**config.mk**
```make
export PLATFORM = sky130hd
export DESIGN_NAME = pc_sequencer
export DESIGN_NICKNAME = d
export VERILOG_FILES = /design/src/rtl/tinyarch_pkg.sv /design/src/rtl/pc_sequencer_next_calc.sv /design/src/rtl/pc_sequencer.sv
export SDC_FILE = /design/constraint.sdc
export NUM_CORES = 1
export LEC_CHECK = 0
export BUFFER_PORTS_ARGS = -buffer_cell sky130_fd_sc_hd__buf_4
export CAP_MARGIN = 20
export CORE_UTILIZATION = 40
export CTS_BUF_LIST = sky130_fd_sc_hd__clkbuf_8 sky130_fd_sc_hd__clkbuf_16
export DETAILED_ROUTE_END_ITERATION = 12
export GPL_ROUTABILITY_DRIVEN = 0
export SYNTH_ARGS = -nofsm -noshare
export SYNTH_HDL_FRONTEND = slang
export SYNTH_SLANG_ARGS = --single-unit
```
**constraint.sdc**
```tcl
create_clock -name clk -period 3 [get_ports clk]
set_input_delay 0.6 -clock clk [delete_from_list [all_inputs] [get_ports clk]]
set_output_delay 0.6 -clock clk [all_outputs]
set_load 0.01 [all_outputs]
```
**src/rtl/tinyarch_pkg.sv**
```systemverilog
// Shared types for the tinyarch single-cycle core: jump encodings used by
// the control block and the run-control state encoding of the PC sequencer.
package tinyarch_pkg;

    typedef enum logic [1:0] {
        JM_STEP    = 2'd0,
        JM_SKIP_NZ = 2'd1,
        JM_SKIP    = 2'd2,
        JM_JUMP    = 2'd3
    } jump_mode_t;

    typedef enum logic [1:0] {
        IDLE = 2'd0,
        RUN  = 2'd1,
        DONE = 2'd2
    } seq_state_t;

endpackage

```
**src/rtl/pc_sequencer_next_calc.sv**
```systemverilog
// Next-PC calculator for the tinyarch sequencer. The result carries one
// extra bit so that stepping or skipping past the top of the address space
// shows up as out-of-range instead of wrapping back to zero.
module pc_next_calc
    import tinyarch_pkg::*;
#(
    parameter int          PC_W      = 10,
    parameter int unsigned LAST_ADDR = (2**PC_W)-1
) (
    input  logic [PC_W-1:0] i_pc,
    input  jump_mode_t      i_jumpMode,
    input  logic            i_aluZero,
    input  logic [PC_W-1:0] i_jumpTarget,
    output logic [PC_W:0]   o_nextPc,
    output logic            o_outOfRange
);

    localparam logic [PC_W:0] INC_ONE = {{PC_W{1'b0}}, 1'b1};
    localparam logic [PC_W:0] INC_TWO = {{(PC_W-1){1'b0}}, 2'b10};
    localparam logic [PC_W:0] LIMIT   = (PC_W+1)'(LAST_ADDR);

    logic [PC_W:0] w_pcWide;

    assign w_pcWide = {1'b0, i_pc};

    // Select the candidate next address from the decoder's jump request.
    always_comb begin
        o_nextPc = w_pcWide + INC_ONE;
        case (i_jumpMode)
            JM_STEP:    o_nextPc = w_pcWide + INC_ONE;
            JM_SKIP_NZ: o_nextPc = i_aluZero ? (w_pcWide + INC_ONE) : (w_pcWide + INC_TWO);
            JM_SKIP:    o_nextPc = w_pcWide + INC_TWO;
            JM_JUMP:    o_nextPc = {1'b0, i_jumpTarget};
            default:    o_nextPc = w_pcWide + INC_ONE;
        endcase
    end

    assign o_outOfRange = (o_nextPc > LIMIT);

endmodule

```
**src/rtl/pc_sequencer.sv**
```systemverilog
// Program-counter sequencer and run-control FSM for the tinyarch core.
// Owns the PC, launches a run on a start rising edge, advances one
// instruction per cycle and stops on halt or on leaving the program space.
module pc_sequencer
    import tinyarch_pkg::*;
#(
    parameter int          PC_W      = 10,
    parameter int unsigned BOOT_ADDR = 0,
    parameter int unsigned LAST_ADDR = (2**PC_W)-1,
    parameter int          CNT_W     = 16
) (
    input  logic             clk,
    input  logic             reset_n,
    input  logic             start,
    input  logic [1:0]       jump_mode,
    input  logic             alu_zero,
    input  logic [PC_W-1:0]  jump_target,
    input  logic             halt,
    output logic [PC_W-1:0]  pc,
    output logic             run,
    output logic             finished,
    output logic             done,
    output logic             bad_jump,
    output logic [CNT_W-1:0] cycle_count
);

    localparam logic [PC_W-1:0]  BOOT_PC = PC_W'(BOOT_ADDR);
    localparam logic [CNT_W-1:0] CNT_ONE = {{(CNT_W-1){1'b0}}, 1'b1};
    localparam logic [CNT_W-1:0] CNT_MAX = {CNT_W{1'b1}};

    seq_state_t       r_state;
    logic [PC_W-1:0]  r_pc;
    logic             r_run;
    logic             r_done;
    logic             r_badJump;
    logic [CNT_W-1:0] r_cycleCount;
    logic             r_startPrev;

    logic             w_startEdge;
    jump_mode_t       w_jumpMode;
    logic [PC_W:0]    w_nextPc;
    logic             w_outOfRange;
    logic             w_leaveSpace;

    assign w_startEdge = start & ~r_startPrev;
    assign w_jumpMode  = jump_mode_t'(jump_mode);

    pc_next_calc #(
        .PC_W      (PC_W),
        .LAST_ADDR (LAST_ADDR)
    ) u_nextCalc (
        .i_pc         (r_pc),
        .i_jumpMode   (w_jumpMode),
        .i_aluZero    (alu_zero),
        .i_jumpTarget (jump_target),
        .o_nextPc     (w_nextPc),
        .o_outOfRange (w_outOfRange)
    );

    // A carry into the extra bit is beyond any address, so it also ends the run.
    assign w_leaveSpace = w_outOfRange | w_nextPc[PC_W];

    // Run-control FSM: PC, state, counter and status flags all update together.
    always_ff @(posedge clk or negedge reset_n) begin
        if (!reset_n) begin
            r_state      <= IDLE;
            r_pc         <= BOOT_PC;
            r_run        <= 1'b0;
            r_done       <= 1'b0;
            r_badJump    <= 1'b0;
            r_cycleCount <= '0;
            r_startPrev  <= 1'b1;
        end else begin
            r_startPrev <= start;
            case (r_state)
                IDLE, DONE: begin
                    if (w_startEdge) begin
                        r_state      <= RUN;
                        r_pc         <= BOOT_PC;
                        r_run        <= 1'b1;
                        r_done       <= 1'b0;
                        r_badJump    <= 1'b0;
                        r_cycleCount <= '0;
                    end
                end
                RUN: begin
                    if (r_cycleCount != CNT_MAX) begin
                        r_cycleCount <= r_cycleCount + CNT_ONE;
                    end
                    if (halt) begin
                        r_state <= DONE;
                        r_run   <= 1'b0;
                        r_done  <= 1'b1;
                    end else if (w_leaveSpace) begin
                        r_state <= DONE;
                        r_run   <= 1'b0;
                        r_done  <= 1'b1;
                        if (w_jumpMode == JM_JUMP) begin
                            r_badJump <= 1'b1;
                        end
                    end else begin
                        r_pc <= w_nextPc[PC_W-1:0];
                    end
                end
                default: begin
                    r_state <= IDLE;
                    r_pc    <= BOOT_PC;
                    r_run   <= 1'b0;
                    r_done  <= 1'b0;
                end
            endcase
        end
    end

    assign pc          = r_pc;
    assign run         = r_run;
    assign finished    = ~r_run;
    assign done        = r_done;
    assign bad_jump    = r_badJump;
    assign cycle_count = r_cycleCount;

endmodule
```
==> results by group, run 1 <==
Global routing
  – Total gr overflow: 0
  – Met3 GRT Util: 3.29%
  – GRT Util Overall: 20.2%
  – First-pass GRT wire length: 9.60 mm
  – Largest net degree at the start of global routing: 32
  – Number of global-route vias before repair: 1,914
  – M1 GR Usage: 29.1%
  – GR Layer Usage met2: 30.4%
  – Initial antenna violation count: 0
  – GR peak layer: met2

Floorplanning
  – DIE HEIGHT: 77.7 um
  – Number of cell rows: 27
  – Die X: 77.7 um
  – Initial core utilization: 41.7%
  – Core footprint: 5510 um2
  – # IOs: 47
  – Die footprint: 6040 um2

Synthesis
  – Area leader, netlist: dfrtp_1
  – Most frequent cell after synthesis: nand2_1
  – Synth top area share: 32.7%
  – Top FF cell, synth: dfrtp_1
  – Mapped cell area: 2290 um2
  – Top post-synthesis cells by area: dfrtp_1 (33%), xnor2_1 (5.7%), nand2_1 (5.1%)
  – Simple-gate share of the synthesized area: 26.7%
  – Asr flop ratio synth: 100%
  – Yosys warns: 0
  – FF+latch count, synth: 31
  – Synth Area in Adders: 1.64%
  – Post-synthesis sequential area ratio: 33.9%
  – Post-synth top cells: nand2_1 (31), dfrtp_1 (30), nor2_1 (24), xnor2_1 (15), nand3_1 (10)
  – Largest family of logic cells by synthesized area: simple AND/OR/NAND/NOR gates
  – Unique masters post-synth: 63
  – Post-Syn Nets: 279
  – Mapped Avg Cell Area: 8.86 um2
  – Synth Instances: 259
  – Compound-Gate Fraction of Synth Area: 22.5%
  – Number of flops mapped to enable cells by yosys: 0
  – Mux share of post-synthesis cell area: 3.11%
  – Xor/xnor cell area share of the yosys netlist: 6.87%

Critical path
  – Reg-to-reg critical path endpoint: pc[5]$_DFFE_PN0P_
  – Crit path to: pc[5]$_DFFE_PN0P_
  – CP startpoint: pc[3]$_DFFE_PN0P_
  – R2R depth: 5
  – CP Capture Type: flip-flop
  – Worst r2r src: pc[3]$_DFFE_PN0P_
  – CP required: 3.20 ns
  – Kind of critical path: flip-flop to flip-flop
  – Worst Path Arrival: 2.35 ns
  – CP Max Fanout: 13
  – R2R setup slack: 0.84 ns
  – Setup crit start kind: flip-flop

Clock network
  – Setup Buffers After CTS: 0
  – H-Tree Depth: 2
  – Clock Tree Buf Depth: 2
  – Root buffer cell: clkbuf_8
  – CTS tree: done
  – Clk Latency, worst-skew pair: 0.28 ns
  – CTS buffer count: 5
  – Hold buffers post-CTS: 0
  – Clk sinks: 31
  – Post-cts sizing count: 0
  – Clk pin slew, worst setup/hold paths: 0.07 ns

Cells and area
  – Layout cells sized above 1: 25.5%
  – Ant. Diodes: 0
  – Fillers: 538
  – P&R area growth vs syn: 18.5%
  – Final nets: 317

Power and ir drop
  – Cell Pwr Density: 478 nW/um2
  – VDD IR max: 0.312 mV
  – Static Leak: 0.00120 uW

Timing
  – Worst Max-Slew Pin Slew: 0.555 ns
  – Period utilisation layout: 71.8%
  – Final number of setup-violating endpoints: 0
  – Hold Violations, Final: 0
  – Setup_tns: 0 ns
  – RSZ-0062 raised after global routing: false
  – Hold_ws: 0.245 ns
  – Worst Skew: 0.00499 ns
  – Max Slew Vio Count: 0
  – Minimum clock period: 2.16 ns
  – Slew HR: 63.0%
  – Max Fclk: 0.464 GHz

Routing
  – 1st-iter DRT viols: 132
  – Final ANT Viol Nets: 0
  – Drt wl/cell: 15.5 um
  – Residual DRC: 0
  – Vias per cell: 5.59
  – Via count of the routed design: 2,068
  – Drt total wl: 5.75 mm
  – Pre-antenna DRT Iters: 4

Placement
  – Detailed Place HPWL: 4.08 mm
  – Port Buf Inserts: 46

Job
  – Max-cap viol count: 0

Run status
  – Status: complete, no violations

Hold path
  – Hold Path Class: input port to async pin
-- critical path, cell delays in order (launching register included) --
cell,delay [ns]
dfrtp_1,0.61
nand4_2,0.21
or3_4,0.45
o31ai_4,0.52
a31oi_1,0.08
o22ai_1,0.20
-- metrics by stage --
| step | setup slack, ns | total power [uW] | std cells | cell area, um2 | util, % |
|---|---|---|---|---|---|
| finish | 0.845 | 1300 | 370 | 2720 | 49.4 |
| floorplan | 1.21 | 836 | 259 | 2290 | - |
| global placement | 0.897 | 990 | 362 | 2640 | 47.9 |
| global route | 0.600 | 1390 | 370 | 2720 | 49.4 |
| detailed placement | 0.840 | 995 | 362 | 2640 | 47.9 |
| CTS | 0.836 | 1310 | 370 | 2720 | 49.4 |
-- layer usage --
| layer | wire, um | vias to the layer above |
|---|---|---|
| met5 | 0 | - |
| met4 | 85 | 0 |
| met3 | 232 | 7 |
| met2 | 2570 | 45 |
| met1 | 2860 | 992 |
| li1 | - | 1024 |
-- how the worst min path moves through the flow --
stage | slack, ns | startpoint | cells after the start | to
4_1_cts | 0.26 | reset_n | 1 | cycle_count[12]$_DFFE_PN0P_
2_1_floorplan | 0.30 | reset_n | 0 | bad_jump$_DFFE_PN0P_
3_3_place_gp | 0.49 | bad_jump$_DFFE_PN0P_ | 1 | bad_jump$_DFFE_PN0P_
3_5_place_dp | 0.48 | bad_jump$_DFFE_PN0P_ | 1 | bad_jump$_DFFE_PN0P_
6_report | 0.25 | reset_n | 1 | cycle_count[2]$_DFFE_PN0P_
5_1_grt | 0.28 | reset_n | 1 | cycle_count[1]$_DFFE_PN0P_
-- area by class of cell --
type	count	area (um2)	area share [%]
inverters	6	22.5	0.828
multi-input cells	206	1400	51.3
well taps	72	90.1	3.31
clock inverters	3	12.5	0.460
clock buffers	5	68.8	2.53
repair buffers	47	353	13.0
flip-flops and latches	31	777	28.6
-- report_power, final --
group | total [uW] | leakage [uW] | internal, uW | switching, uW
registers | 588 | 0.000418 | 470 | 118
logic | 396 | 0.000732 | 195 | 202
clock network | 315 | 0.0000505 | 156 | 159
-- sequential cells by signal, indices dropped and copies added, names as in the netlist --
register and flops:
bad_jump 1, cycle_count 16, done 1, pc 10
r_startPrev 1, r_state 1, run 1
-- placed cells by master (no fill, tap or decap), drive strengths merged, types with 2 or more instances in the layout --
cell	n
ha	3
nor2b	5
nand4	6
nand3	10
mux2i	6
nand2	32
a221oi	2
a21o	4
and2	2
xor2	3
a32o	2
clkbuf	5
o211ai	4
o22ai	4
buf	47
nor3b	4
inv	8
a2111oi	2
a211oi	6
a21oi	10
xnor2	15
nor3	2
and4	3
a31o	2
o21ai	18
and3	3
or3	3
nand2b	5
a31oi	2
dfrtp	30
nor4	5
o31ai	4
nor2	24
-- kinds of logic (layout without fill, tap and decap cells) --
family,Yosys count,count (layout)
flip-flops,31,31
AND/OR/NAND/NOR,110,110
adder cells (fa/ha/maj),3,3
buffers and inverters,22,61
XOR/XNOR,18,18
multiplexers,7,7
AO/OA/AOI/OAI,68,68
Power figures use the tool's default switching activity.
==> run 2: changes to the inputs <==
ABC_AREA = 1   (was default)
clock period = 1.81 ns   (was 3 ns; I/O delays follow)
==> run 2 against run 1 <==
The run now ends with negative hold slack left. Fmax is 31% higher. Non-clock buffer count is 13 higher. Global-route usage is 2.2 points higher. Setup slack worse by 0.68 ns. Sequential cell count stayed put. Critical path type unchanged. Critical endpoint is now cycle_count[12]$_DFFE_PN0P_.
==> results by group, run 2 <==
Floorplanning
  – DIE HEIGHT: 74.1 um
  – Die X: 74.1 um
  – Initial core utilization: 42.7%
  – Number of cell rows: 25
  – Core footprint: 4880 um2
  – Die footprint: 5500 um2
  – # IOs: 47

Synthesis
  – Top FF cell, synth: dfrtp_1
  – Post-synth top cells: nand2_1 (114), nand3_1 (35), inv_1 (33), dfrtp_1 (30), nor2_1 (27)
  – Synth Instances: 313
  – FF+latch count, synth: 31
  – Post-synthesis sequential area ratio: 37.3%
  – Unique masters post-synth: 26
  – Yosys warns: 0
  – Top post-synthesis cells by area: dfrtp_1 (36%), nand2_1 (21%), nand3_1 (8.4%)
  – Area leader, netlist: dfrtp_1
  – Mapped Avg Cell Area: 6.65 um2
  – Asr flop ratio synth: 100%
  – Synth top area share: 36.1%
  – Mapped cell area: 2080 um2
  – Post-Syn Nets: 333
  – Most frequent cell after synthesis: nand2_1
  – Number of flops mapped to enable cells by yosys: 0

Clock network
  – Clk Latency, worst-skew pair: 0.28 ns
  – H-Tree Depth: 2
  – CTS tree: done
  – Hold buffers post-CTS: 0
  – Clock Tree Buf Depth: 2
  – Clk pin slew, worst setup/hold paths: 0.07 ns
  – Root buffer cell: clkbuf_8
  – Clk sinks: 31
  – CTS buffer count: 5

Critical path
  – CP Max Fanout: 5
  – CP required: 2.02 ns
  – Setup crit start kind: flip-flop
  – Reg-to-reg critical path endpoint: cycle_count[12]$_DFFE_PN0P_
  – CP Capture Type: flip-flop
  – Worst r2r src: cycle_count[0]$_DFFE_PN0P_
  – R2R setup slack: 0.17 ns
  – Kind of critical path: flip-flop to flip-flop
  – R2R depth: 9
  – Worst Path Arrival: 1.86 ns

Global routing
  – GRT Util Overall: 22.5%
  – Total gr overflow: 0
  – Largest net degree at the start of global routing: 32
  – Number of global-route vias before repair: 2,005
  – First-pass GRT wire length: 9.49 mm
  – Initial antenna violation count: 0

Power and ir drop
  – Sequential cell fraction of total power: 35.0%
  – Comb power frac: 44.5%
  – Cell Pwr Density: 1020 nW/um2
  – VDD IR max: 0.741 mV
  – Switching share of power: 40.3%
  – Switch Pwr: 1110 uW
  – Static Leak: 0.00137 uW
  – Internal Power: 1650 uW
  – Clock power share: 20.5%

Placement
  – Port Buf Inserts: 46
  – Setup WS pre-CTS: 0.101 ns
  – Detailed Place HPWL: 4.23 mm

Cells and area
  – Final nets: 397
  – Most frequent cells in the layout: nand2_1 (114), buf_4 (59), nand3_1 (35)
  – Fillers: 522
  – Layout cells sized above 1: 21.7%
  – Max reg flops: 16
  – Most common cell after layout, fill and taps aside: nand2_1
  – Ant. Diodes: 0
  – P&R area growth vs syn: 29.7%
  – Final Util: 55.4%

Routing
  – 1st-iter DRT viols: 117
  – Final ANT Viol Nets: 0
  – Drt wl/cell: 12.4 um
  – Vias per cell: 4.86
  – Drt total wl: 5.53 mm
  – Via count of the routed design: 2,161
  – Residual DRC: 0
  – Pre-antenna DRT Iters: 4

Job
  – Max-cap viol count: 0

Timing
  – Hold_ws: -0.00375 ns
  – Worst Skew: 0.00630 ns
  – Final number of setup-violating endpoints: 0
  – Hold Violations, Final: 3
  – Setup WS post-layout: 0.166 ns
  – Slew HR: 70.3%
  – Max Fclk: 0.608 GHz
  – Period utilisation layout: 90.8%
  – Minimum clock period: 1.64 ns
  – RSZ-0062 raised after global routing: false
  – Worst Max-Slew Pin Slew: 0.446 ns
  – Max Slew Vio Count: 0
  – Setup_tns: 0 ns

Run status
  – Failing checks: negative hold slack
  – Status: finished with violations

Hold path
  – Hold Path Class: input port to async pin
-- run 2: through the flow --
stage                     hold slack (ns)  cells  instance area [um2]  total power [uW]
after CTS                         0.00760    439                 2640              2680
after global placement              0.318    431                 2550              2090
final                            -0.00375    445                 2700              2760
after detailed placement            0.318    431                 2550              2100
after global routing               0.0250    445                 2700              3000
after floorplan                    0.0664    313                 2080              1620
-- run 2: cell families (layout without fill, tap and decap cells) --
logic type | after synthesis | count (layout) | synth area share (%)
AOI/OAI and AO/OA | 35 | 35 | 9.61
adders and majority gates | 3 | 3 | 1.80
and+or+nand+nor | 193 | 193 | 39.3
xor gates and xnor gates | 10 | 10 | 4.21
buffers and inverters | 41 | 106 | 7.75
DFF | 31 | 31 | 37.3
-- run 2: timing repair --
action / 4_1_cts / 5_1_grt
buffers inserted: 0 / 6
setup endpoints to repair: 0 / 15
resized for setup: 0 / 4
-- run 2: cell type report --
| type | instances | area [um2] | share of cell area [%] |
|---|---|---|---|
| multi-input combinational | 241 | 1150 | 42.6 |
| sequential | 31 | 778 | 28.8 |
| timing repair buffer | 60 | 454 | 16.8 |
| inverter | 38 | 143 | 5.28 |
| tap | 67 | 83.8 | 3.10 |
| clock buffer | 6 | 82.6 | 3.06 |
| clock inverter | 2 | 8.76 | 0.324 |
-- run 2: power by group through the flow --
stage                     Combinational [uW]  Sequential [uW]  Clock, uW
after floorplan                          592             1030          0
after global placement                  1110              981          0
after detailed placement                1120              982          0
after CTS                               1120              970        585
after global routing                    1400             1000        606
final                                   1230              968        566
-- run 2: metal layers --
layer / track usage [%] / part of all wire [%]
met1: 33.4 / 51
met2: 32.7 / 43
met3: 4.20 / 4.8
met4: 7.05 / 1.2
met5: 0 / 0
-- run 2: worst max-delay path by stage --
stage | from | to | slack (ns) | cells after the start
floorplan | cycle_count[0]$_DFFE_PN0P_ | cycle_count[0]$_DFFE_PN0P_ | 0.24 | 8
global placement | cycle_count[1]$_DFFE_PN0P_ | cycle_count[0]$_DFFE_PN0P_ | 0.16 | 8
detailed placement | cycle_count[0]$_DFFE_PN0P_ | cycle_count[0]$_DFFE_PN0P_ | 0.10 | 8
global route | pc[3]$_DFFE_PN0P_ | pc[8]$_DFFE_PN0P_ | 0.004 | 10
CTS | cycle_count[0]$_DFFE_PN0P_ | cycle_count[0]$_DFFE_PN0P_ | 0.08 | 8
finish | cycle_count[0]$_DFFE_PN0P_ | cycle_count[12]$_DFFE_PN0P_ | 0.17 | 9
-- run 2: worst max-delay path, stage by stage, from the launching register on --
cell and delay, ns:
dfrtp_2 0.40, ha_1 0.20, nand2_1 0.12, nor2_4 0.15
nand3b_1 0.13, o21ai_4 0.21, buf_4 0.16, buf_4 0.10
nand2_1 0.04, o21ai_1 0.07
